`config.mk`:
```
export PLATFORM = sky130hd
export DESIGN_NAME = vga_multi_circle_gen
export DESIGN_NICKNAME = d
export VERILOG_FILES = /design/src/rtl/vga_pkg.sv /design/src/rtl/circle_hit.sv /design/src/rtl/vga_multi_circle_gen.sv
export SDC_FILE = /design/constraint.sdc
export NUM_CORES = 2
export LEC_CHECK = 0
export CAP_MARGIN = 20
export CORE_UTILIZATION = 65
export CTS_BUF_LIST = sky130_fd_sc_hd__clkbuf_4 sky130_fd_sc_hd__clkbuf_8
export DETAILED_ROUTE_END_ITERATION = 16
export PLACE_DENSITY = 0.83
export SLEW_MARGIN = 0
export SYNTH_ARGS = -nofsm -noshare
export SYNTH_HDL_FRONTEND = slang
export SYNTH_HIERARCHICAL = 1
export SYNTH_SLANG_ARGS = --single-unit
```
`constraint.sdc`:
```
create_clock -name clk_148Mhz -period 21.5 [get_ports clk_148Mhz]
set_clock_uncertainty 0.05 [all_clocks]
set_input_delay 4.3 -clock clk_148Mhz [delete_from_list [all_inputs] [get_ports clk_148Mhz]]
set_output_delay 4.3 -clock clk_148Mhz [all_outputs]
set_load 0.1 [all_outputs]
```
`src/rtl/vga_pkg.sv`:
```
// Shared VGA timing defaults, pipeline constants and the per-pixel timing payload.
//   No ports; imported by circle_hit and vga_multi_circle_gen.
package vga_pkg;

    // 1080p60 defaults
    localparam int unsigned H_VISIBLE_DEF = 1920;
    localparam int unsigned H_FP_DEF      = 88;
    localparam int unsigned H_SYNC_DEF    = 44;
    localparam int unsigned H_BP_DEF      = 148;
    localparam int unsigned V_VISIBLE_DEF = 1080;
    localparam int unsigned V_FP_DEF      = 4;
    localparam int unsigned V_SYNC_DEF    = 5;
    localparam int unsigned V_BP_DEF      = 36;

    localparam int unsigned PIPE_LAT = 3;
    localparam int unsigned COORD_W  = 12;
    localparam int unsigned RGB_W    = 12;

    // Timing attributes that travel alongside the colour pipeline
    typedef struct packed {
        logic               hs;
        logic               vs;
        logic               vis;
        logic               fs;
        logic [COORD_W-1:0] x;
        logic [COORD_W-1:0] y;
    } timing_t;

    // Total line/frame length from visible area and porches
    function automatic int unsigned calc_total(input int unsigned vis, input int unsigned fp,
                                               input int unsigned sync, input int unsigned bp);
        return vis + fp + sync + bp;
    endfunction

endpackage

```
`src/rtl/circle_hit.sv`:
```
// Per-object hit test: S1 distance, S2 squares, S3 compare (combinational, registered by the top).
//   clk_148Mhz/reset : pixel clock, async active-high reset
//   i_h_cnt/i_v_cnt  : current raster counters
//   i_x/i_y          : signed centre, i_r: radius, i_en: object enable
//   o_hit_c          : pixel lies inside the circle (valid two clocks after the counters)
module circle_hit
    import vga_pkg::*;
#(
    parameter int unsigned R_W = 10
) (
    input  logic                      clk_148Mhz,
    input  logic                      reset,
    input  logic        [COORD_W-1:0] i_h_cnt,
    input  logic        [COORD_W-1:0] i_v_cnt,
    input  logic signed [COORD_W-1:0] i_x,
    input  logic signed [COORD_W-1:0] i_y,
    input  logic        [R_W-1:0]     i_r,
    input  logic                      i_en,
    output logic                      o_hit_c
);

    localparam int unsigned D_W  = COORD_W + 1;
    localparam int unsigned SQ_W = 2 * D_W;
    localparam int unsigned R2_W = 2 * R_W;

    logic signed [D_W-1:0]  r_dx, r_dy;
    logic        [R_W-1:0]  r_r1;
    logic                   r_en1;
    logic        [SQ_W-1:0] r_d2;
    logic        [R2_W-1:0] r_r2;
    logic                   r_en2;

    // Squares evaluated at full product width so negative offsets never truncate
    logic signed [SQ_W-1:0] w_dx2, w_dy2;
    logic        [R2_W-1:0] w_r2;

    assign w_dx2 = r_dx * r_dx;
    assign w_dy2 = r_dy * r_dy;
    assign w_r2  = r_r1 * r_r1;

    // S1: offsets from the centre; radius and enable follow along
    always_ff @(posedge clk_148Mhz or posedge reset) begin
        if (reset) begin
            r_dx  <= '0;
            r_dy  <= '0;
            r_r1  <= '0;
            r_en1 <= 1'b0;
        end else begin
            r_dx  <= $signed({1'b0, i_h_cnt}) - $signed({i_x[COORD_W-1], i_x});
            r_dy  <= $signed({1'b0, i_v_cnt}) - $signed({i_y[COORD_W-1], i_y});
            r_r1  <= i_r;
            r_en1 <= i_en;
        end
    end

    // S2: squared distance and squared radius
    always_ff @(posedge clk_148Mhz or posedge reset) begin
        if (reset) begin
            r_d2  <= '0;
            r_r2  <= '0;
            r_en2 <= 1'b0;
        end else begin
            r_d2  <= $unsigned(w_dx2) + $unsigned(w_dy2);
            r_r2  <= w_r2;
            r_en2 <= r_en1;
        end
    end

    // S3: inclusive compare, so radius 0 still lights the centre pixel
    assign o_hit_c = r_en2 && (r_d2 <= SQ_W'(r_r2));

endmodule

```
`src/rtl/vga_multi_circle_gen.sv`:
```
// VGA timing generator rendering N_OBJ filled circles over a background colour.
//   clk_148Mhz/reset         : pixel clock, async active-high reset
//   obj_x/obj_y/obj_r        : per-object signed centre and radius (object i in slice i)
//   obj_rgb/obj_en/bg_rgb    : per-object colour and enable, background colour
//   h_sync/v_sync            : syncs with programmable polarity
//   red/green/blue           : pixel colour, black outside the visible area
//   video_on/pixel_x/pixel_y : visible flag and coordinates of the coloured pixel
//   frame_start              : one-cycle pulse at pixel (0,0)
module vga_multi_circle_gen
    import vga_pkg::*;
#(
    parameter int unsigned H_VISIBLE = H_VISIBLE_DEF,
    parameter int unsigned H_FP      = H_FP_DEF,
    parameter int unsigned H_SYNC    = H_SYNC_DEF,
    parameter int unsigned H_BP      = H_BP_DEF,
    parameter int unsigned V_VISIBLE = V_VISIBLE_DEF,
    parameter int unsigned V_FP      = V_FP_DEF,
    parameter int unsigned V_SYNC    = V_SYNC_DEF,
    parameter int unsigned V_BP      = V_BP_DEF,
    parameter bit          HS_POL    = 1'b1,
    parameter bit          VS_POL    = 1'b1,
    parameter int unsigned N_OBJ     = 2,
    parameter int unsigned R_W       = 10
) (
    input  logic                       clk_148Mhz,
    input  logic                       reset,
    input  logic [N_OBJ*COORD_W-1:0]   obj_x,
    input  logic [N_OBJ*COORD_W-1:0]   obj_y,
    input  logic [N_OBJ*R_W-1:0]       obj_r,
    input  logic [N_OBJ*RGB_W-1:0]     obj_rgb,
    input  logic [N_OBJ-1:0]           obj_en,
    input  logic [RGB_W-1:0]           bg_rgb,
    output logic                       h_sync,
    output logic                       v_sync,
    output logic [3:0]                 red,
    output logic [3:0]                 green,
    output logic [3:0]                 blue,
    output logic                       video_on,
    output logic [COORD_W-1:0]         pixel_x,
    output logic [COORD_W-1:0]         pixel_y,
    output logic                       frame_start
);

    localparam int unsigned H_TOT = calc_total(H_VISIBLE, H_FP, H_SYNC, H_BP);
    localparam int unsigned V_TOT = calc_total(V_VISIBLE, V_FP, V_SYNC, V_BP);

    localparam logic [COORD_W-1:0] H_LAST   = COORD_W'(H_TOT - 1);
    localparam logic [COORD_W-1:0] V_LAST   = COORD_W'(V_TOT - 1);
    localparam logic [COORD_W-1:0] H_VIS    = COORD_W'(H_VISIBLE);
    localparam logic [COORD_W-1:0] V_VIS    = COORD_W'(V_VISIBLE);
    localparam logic [COORD_W-1:0] HS_START = COORD_W'(H_VISIBLE + H_FP);
    localparam logic [COORD_W-1:0] HS_END   = COORD_W'(H_VISIBLE + H_FP + H_SYNC);
    localparam logic [COORD_W-1:0] VS_START = COORD_W'(V_VISIBLE + V_FP);
    localparam logic [COORD_W-1:0] VS_END   = COORD_W'(V_VISIBLE + V_FP + V_SYNC);

    localparam timing_t RST_T = '{hs: !HS_POL, vs: !VS_POL, vis: 1'b0, fs: 1'b0, x: '0, y: '0};

    logic [COORD_W-1:0]       r_h_cnt, r_v_cnt;
    timing_t                  w_raw;
    timing_t                  r_dly [PIPE_LAT];
    logic [N_OBJ*COORD_W-1:0] r_sh_x, r_sh_y;
    logic [N_OBJ*R_W-1:0]     r_sh_r;
    logic [N_OBJ*RGB_W-1:0]   r_sh_rgb;
    logic [N_OBJ-1:0]         r_sh_en;
    logic [RGB_W-1:0]         r_sh_bg;
    logic [N_OBJ-1:0]         w_hit;
    logic [RGB_W-1:0]         w_sel;
    logic [RGB_W-1:0]         r_rgb;

    // Raster counters
    always_ff @(posedge clk_148Mhz or posedge reset) begin
        if (reset) begin
            r_h_cnt <= '0;
            r_v_cnt <= '0;
        end else if (r_h_cnt == H_LAST) begin
            r_h_cnt <= '0;
            r_v_cnt <= (r_v_cnt == V_LAST) ? '0 : r_v_cnt + COORD_W'(1);
        end else begin
            r_h_cnt <= r_h_cnt + COORD_W'(1);
        end
    end

    // Undelayed timing attributes of the current counter position
    always_comb begin
        w_raw     = RST_T;
        w_raw.hs  = (r_h_cnt >= HS_START && r_h_cnt < HS_END) ? HS_POL : !HS_POL;
        w_raw.vs  = (r_v_cnt >= VS_START && r_v_cnt < VS_END) ? VS_POL : !VS_POL;
        w_raw.vis = (r_h_cnt < H_VIS) && (r_v_cnt < V_VIS);
        w_raw.fs  = (r_h_cnt == '0) && (r_v_cnt == '0);
        w_raw.x   = r_h_cnt;
        w_raw.y   = r_v_cnt;
    end

    // Timing delay line matching the circle pipeline depth
    always_ff @(posedge clk_148Mhz or posedge reset) begin
        if (reset) begin
            for (int i = 0; i < int'(PIPE_LAT); i++) r_dly[i] <= RST_T;
        end else begin
            r_dly[0] <= w_raw;
            for (int i = 1; i < int'(PIPE_LAT); i++) r_dly[i] <= r_dly[i-1];
        end
    end

    // Attributes are captured at the start of the first blanking line so a frame never tears
    always_ff @(posedge clk_148Mhz or posedge reset) begin
        if (reset) begin
            r_sh_x   <= '0;
            r_sh_y   <= '0;
            r_sh_r   <= '0;
            r_sh_rgb <= '0;
            r_sh_en  <= '0;
            r_sh_bg  <= '0;
        end else if (r_h_cnt == '0 && r_v_cnt == V_VIS) begin
            r_sh_x   <= obj_x;
            r_sh_y   <= obj_y;
            r_sh_r   <= obj_r;
            r_sh_rgb <= obj_rgb;
            r_sh_en  <= obj_en;
            r_sh_bg  <= bg_rgb;
        end
    end

    // One hit tester per object
    for (genvar g = 0; g < int'(N_OBJ); g++) begin : g_obj
        circle_hit #(.R_W(R_W)) u_hit (
            .clk_148Mhz (clk_148Mhz),
            .reset      (reset),
            .i_h_cnt    (r_h_cnt),
            .i_v_cnt    (r_v_cnt),
            .i_x        (r_sh_x[g*COORD_W +: COORD_W]),
            .i_y        (r_sh_y[g*COORD_W +: COORD_W]),
            .i_r        (r_sh_r[g*R_W +: R_W]),
            .i_en       (r_sh_en[g]),
            .o_hit_c    (w_hit[g])
        );
    end

    // Priority select: scanning from the top leaves the lowest-index hit in w_sel
    always_comb begin
        w_sel = r_sh_bg;
        for (int i = int'(N_OBJ) - 1; i >= 0; i--) begin
            if (w_hit[i]) w_sel = r_sh_rgb[i*RGB_W +: RGB_W];
        end
    end

    // Colour register forms the last pipeline stage
    always_ff @(posedge clk_148Mhz or posedge reset) begin
        if (reset) r_rgb <= '0;
        else       r_rgb <= r_dly[PIPE_LAT-2].vis ? w_sel : '0;
    end

    assign h_sync      = r_dly[PIPE_LAT-1].hs;
    assign v_sync      = r_dly[PIPE_LAT-1].vs;
    assign video_on    = r_dly[PIPE_LAT-1].vis;
    assign frame_start = r_dly[PIPE_LAT-1].fs;
    assign pixel_x     = r_dly[PIPE_LAT-1].x;
    assign pixel_y     = r_dly[PIPE_LAT-1].y;
    assign red         = r_rgb[11:8];
    assign green       = r_rgb[7:4];
    assign blue        = r_rgb[3:0];

endmodule

```
==> out/qor.yml <==
setup_path:
  critPathLaunch: "g_obj[1].u_hit/r_dy[12]$_DFF_PP0_"
  cp_max_fo: 24
  crit_slowest_cell: "dfrtp_1"
  cp_common_cell: "fa_1"
  path_cells: "nand2_1, inv_1, fa_1, inv_1, fa_1, fa_1, fa_1, fa_1, fa_1, fa_1, inv_1, ha_1, a21o_1, a21oi_1, nand2b_1, a31o_2, o22ai_1, o31a_1, nor4_1, nor4bb_1"
  cp-end-kind: "register"
  cp_data_required_time_ns: 21.94
  r2r_end: "g_obj[1].u_hit/r_d2[25]$_DFF_PP0_"
  cp.buffers_inverters: 3
  setup.worst_path.start_class: "register"
  crit_path_max_incr_delay_ns: 0.86
  path_class: "reg -> reg"
  cp.arrival_ns: 7.67
  reg2reg_slack_ns: 14.27
  cp_num_cells: 20
  reg2reg_from: "g_obj[1].u_hit/r_dy[12]$_DFF_PP0_"
  crit_end: "g_obj[1].u_hit/r_d2[25]$_DFF_PP0_"
  reg2reg_depth: 20
  crit_family: "adder cells"
synthesis:
  synth_fa_ha_area_share_pct: 46.4
  ys_types: 76
  yosys.area_share.simple_pct: 9.62
  synth_edf_count: 0
  ys_seq_area_share_pct: 22.1
  synthCells: 4230
  synthMuxAreaShare_pct: 3.15
  ys_warn_count: 6
  ys_async_sr_fraction_pct: 100
  synth_fp_nets: 5520
  synthXorXnorAreaFrac_pct: 3.76
  synth_top_family_by_area: "adder cells"
  synth_area_per_cell_um2: 10.5
  synth_ff_type: "dfrtp_1"
  synth_compound_area_share_pct: 4.41
  ys_ff_latch: 392
  syn-cell-area_um2: 44400
placed_design:
  placed_area_um2: 46500
  dp_cells: 5138
  portBuffers: 147
  dpl.hpwl_um: 76200
  place_congestion: 0.913
detailed_routing:
  wl_per_cell_um: 17.6
  drcViolationCount: 0
  drtPass1Iterations: 5
  ant_nets: 0
  vias: 28295
  first_iter_violations: 1337
  wirelength_um: 92600
  drt-vias-per-instance: 5.37
floorplan:
  fp.dieH_um: 263
  die_x_um: 263
  start_util_pct: 65.9
  io_pins: 148
  coreArea_um2: 67400
  rows: 95
  die_area_um2: 69400
clock_network:
  cts_resized: 0
  cts_buffer_depth: 3
  root_buffer: "clkbuf_8"
  cts_tree: "yes"
  clkSlewWorstSetupHoldPaths_ns: 0.07
  cts_sinks: 392
  htree_num_levels: 3
  postCtsHoldBufs: 0
  worstSkewPairLatency_ns: 0.65
  post_cts_buffers: 0
  cts-buffers-inserted: 68
run_status:
  status: "finished, final reports clean"
pwr:
  irDropWorstVdd_mv: 0.0329
  p_per_area_nw_per_um2: 31.7
  power_leakage_nw: 25.7
final_layout:
  stdcell_count: 5267
  syn2layout_area_growth_pct: 8.24
  num-fill-cells: 4559
  post-route-util_pct: 71.4
  design_area_um2: 48100
  multiInputGateArea_um2: 29900
  drive_gt1_share_pct: 5.37
  nets: 5628
  seqCellArea_um2: 9810
global_routing:
  gr-usage-all-layers_pct: 28.6
  grt_pass1_vias: 31631
  grt_max_degree: 151
  grt_pass1_wl_um: 157000
  grt_remaining_overflow: 0
  antenna_found_initial: 4
min_path:
  hold_path_class: "reg -> reg"
  hold_start: "r_dly[77]$_DFF_PP0_"
timing:
  slew_violations: 0
  tns_ns: 0
  finalCritPeriodShare_pct: 33.6
  grt_setup_unrepaired: "false"
  relSlewSlack_pct: 28.4
  finalHoldViolations: 0
  setup_viol: 0
  tightest_slew_ns: 1.07
  post-route-min-period_ns: 7.23
  max_freq_ghz: 0.138
flow_run:
  maxCapViolCount: 0
[state kept, by name, indices dropped and copies added (netlist names), 2 cells and up]
signal             cells
r_sh_bg               12
g_obj.u_hit/r_r2      38
r_sh_x                24
g_obj.u_hit/r_en1      2
pixel_y               12
r_h_cnt               12
g_obj.u_hit/r_en2      2
r_sh_y                24
g_obj.u_hit/r_r1      20
r_sh_r                20
g_obj.u_hit/r_dy      26
r_sh_en                2
pixel_x               12
g_obj.u_hit/r_dx      26
r_dly                 56
r_sh_rgb              24
g_obj.u_hit/r_d2      52
r_rgb                 12
r_v_cnt               12
[cells in the mapped netlist (3+ instances only)]
master,instances,area [um^2]
a21o_1,48,360
and3_1,20,125
o21bai_1,8,60.1
fa_1,774,15500
buf_6,4,45.0
a31oi_1,3,18.8
a41oi_1,4,35.0
clkbuf_1,82,308
mux2_1,40,450
or2_2,11,68.8
o211ai_1,4,30.0
nor4_2,3,37.5
nand3_1,22,110
xnor2_1,147,1290
nor2_1,94,353
a41o_1,3,30.0
nor4_1,5,31.3
a211oi_1,8,60.1
a21oi_1,89,445
and4_1,6,52.6
xor2_1,44,385
o41ai_1,4,35.0
nor2b_1,61,382
a2111oi_0,4,35.0
ha_1,408,5100
buf_2,6,30.0
o21ai_1,3,15.0
o31ai_1,5,37.5
or4_1,3,22.5
o21ai_0,63,315
nand2b_1,33,206
dfrtp_1,392,9810
a211o_1,3,26.3
inv_1,1105,4150
buf_4,25,188
mux2i_1,16,160
nand4_1,20,125
mux2_2,70,788
and2_1,235,1470
o22ai_1,3,18.8
o21a_1,25,188
or3_1,16,100
nand2_1,235,882
nor3_1,33,165
[worst min path at each step]
stage,endpoint,slack (ns),cells past startpoint
floorplan,frame_start$_DFF_PP0_,0.28,0
global route,r_dly[53]$_DFF_PP0_,0.28,0
detailed placement,pixel_x[11]$_DFF_PP0_,0.28,0
finish,r_dly[49]$_DFF_PP0_,0.29,0
global placement,pixel_y[2]$_DFF_PP0_,0.28,0
CTS,r_dly[53]$_DFF_PP0_,0.28,0
[stage by stage]
stage	hold slack, ns	worst slack, ns	total power, W
2_1_floorplan	0.281	10.96	0.000762
3_5_place_dp	0.285	14.34	0.000790
3_3_place_gp	0.282	14.52	0.000789
5_1_grt	0.284	13.92	0.00158
6_report	0.293	14.27	0.00153
4_1_cts	0.279	14.27	0.00154
[logic make-up (layout without fill, tap and decap cells)]
group	Yosys count	after routing
and+or+nand+nor	814	814
other	0	2
buffers and inverters	1223	1385
DFF	392	392
muxes	126	126
xor gates and xnor gates	191	191
adders and majority gates	1182	1182
AOI/OAI and AO/OA	302	302
[final cells by class]
type                       instances  share of cell area (%)
multi-input combinational       2615                    62.2
timing repair buffer             156                    3.32
tap                              873                    2.27
sequential                       392                    20.4
clock inverter                    28                   0.611
antenna                            2                  0.0104
clock buffer                      96                    2.55
inverter                        1105                    8.64
[power breakdown]
part / internal, W / leakage [nW] / total, W / switching, W
Sequential: 0.000738 / 5.34 / 0.000738 / 0
Clock: 0.000424 / 0.788 / 0.000749 / 0.000325
Combinational: 0.0000191 / 19.5 / 0.0000398 / 0.0000206
[placed cells by master (no fill, tap or decap), types with 63 or more instances in the layout]
cell,count
ha_1,408
mux2_2,70
clkbuf_8,81
fa_1,774
xnor2_1,147
and2_1,235
nor2_1,94
a21oi_1,89
clkdlybuf4s50_1,147
inv_1,1102
dfrtp_1,392
nand2_1,235
o21ai_0,63
[routing by layer]
| layer | part of all wire [%] | GRT usage, % | wire length, um |
|---|---|---|---|
| met5 | 0.026 | 0 | 24 |
| met1 | 39 | 35.6 | 36400 |
| met2 | 52 | 50.2 | 47900 |
| met3 | 4.9 | 4.12 | 4530 |
| met4 | 4.1 | 11.6 | 3820 |
Note: power is estimated with default switching activity, not from simulation.
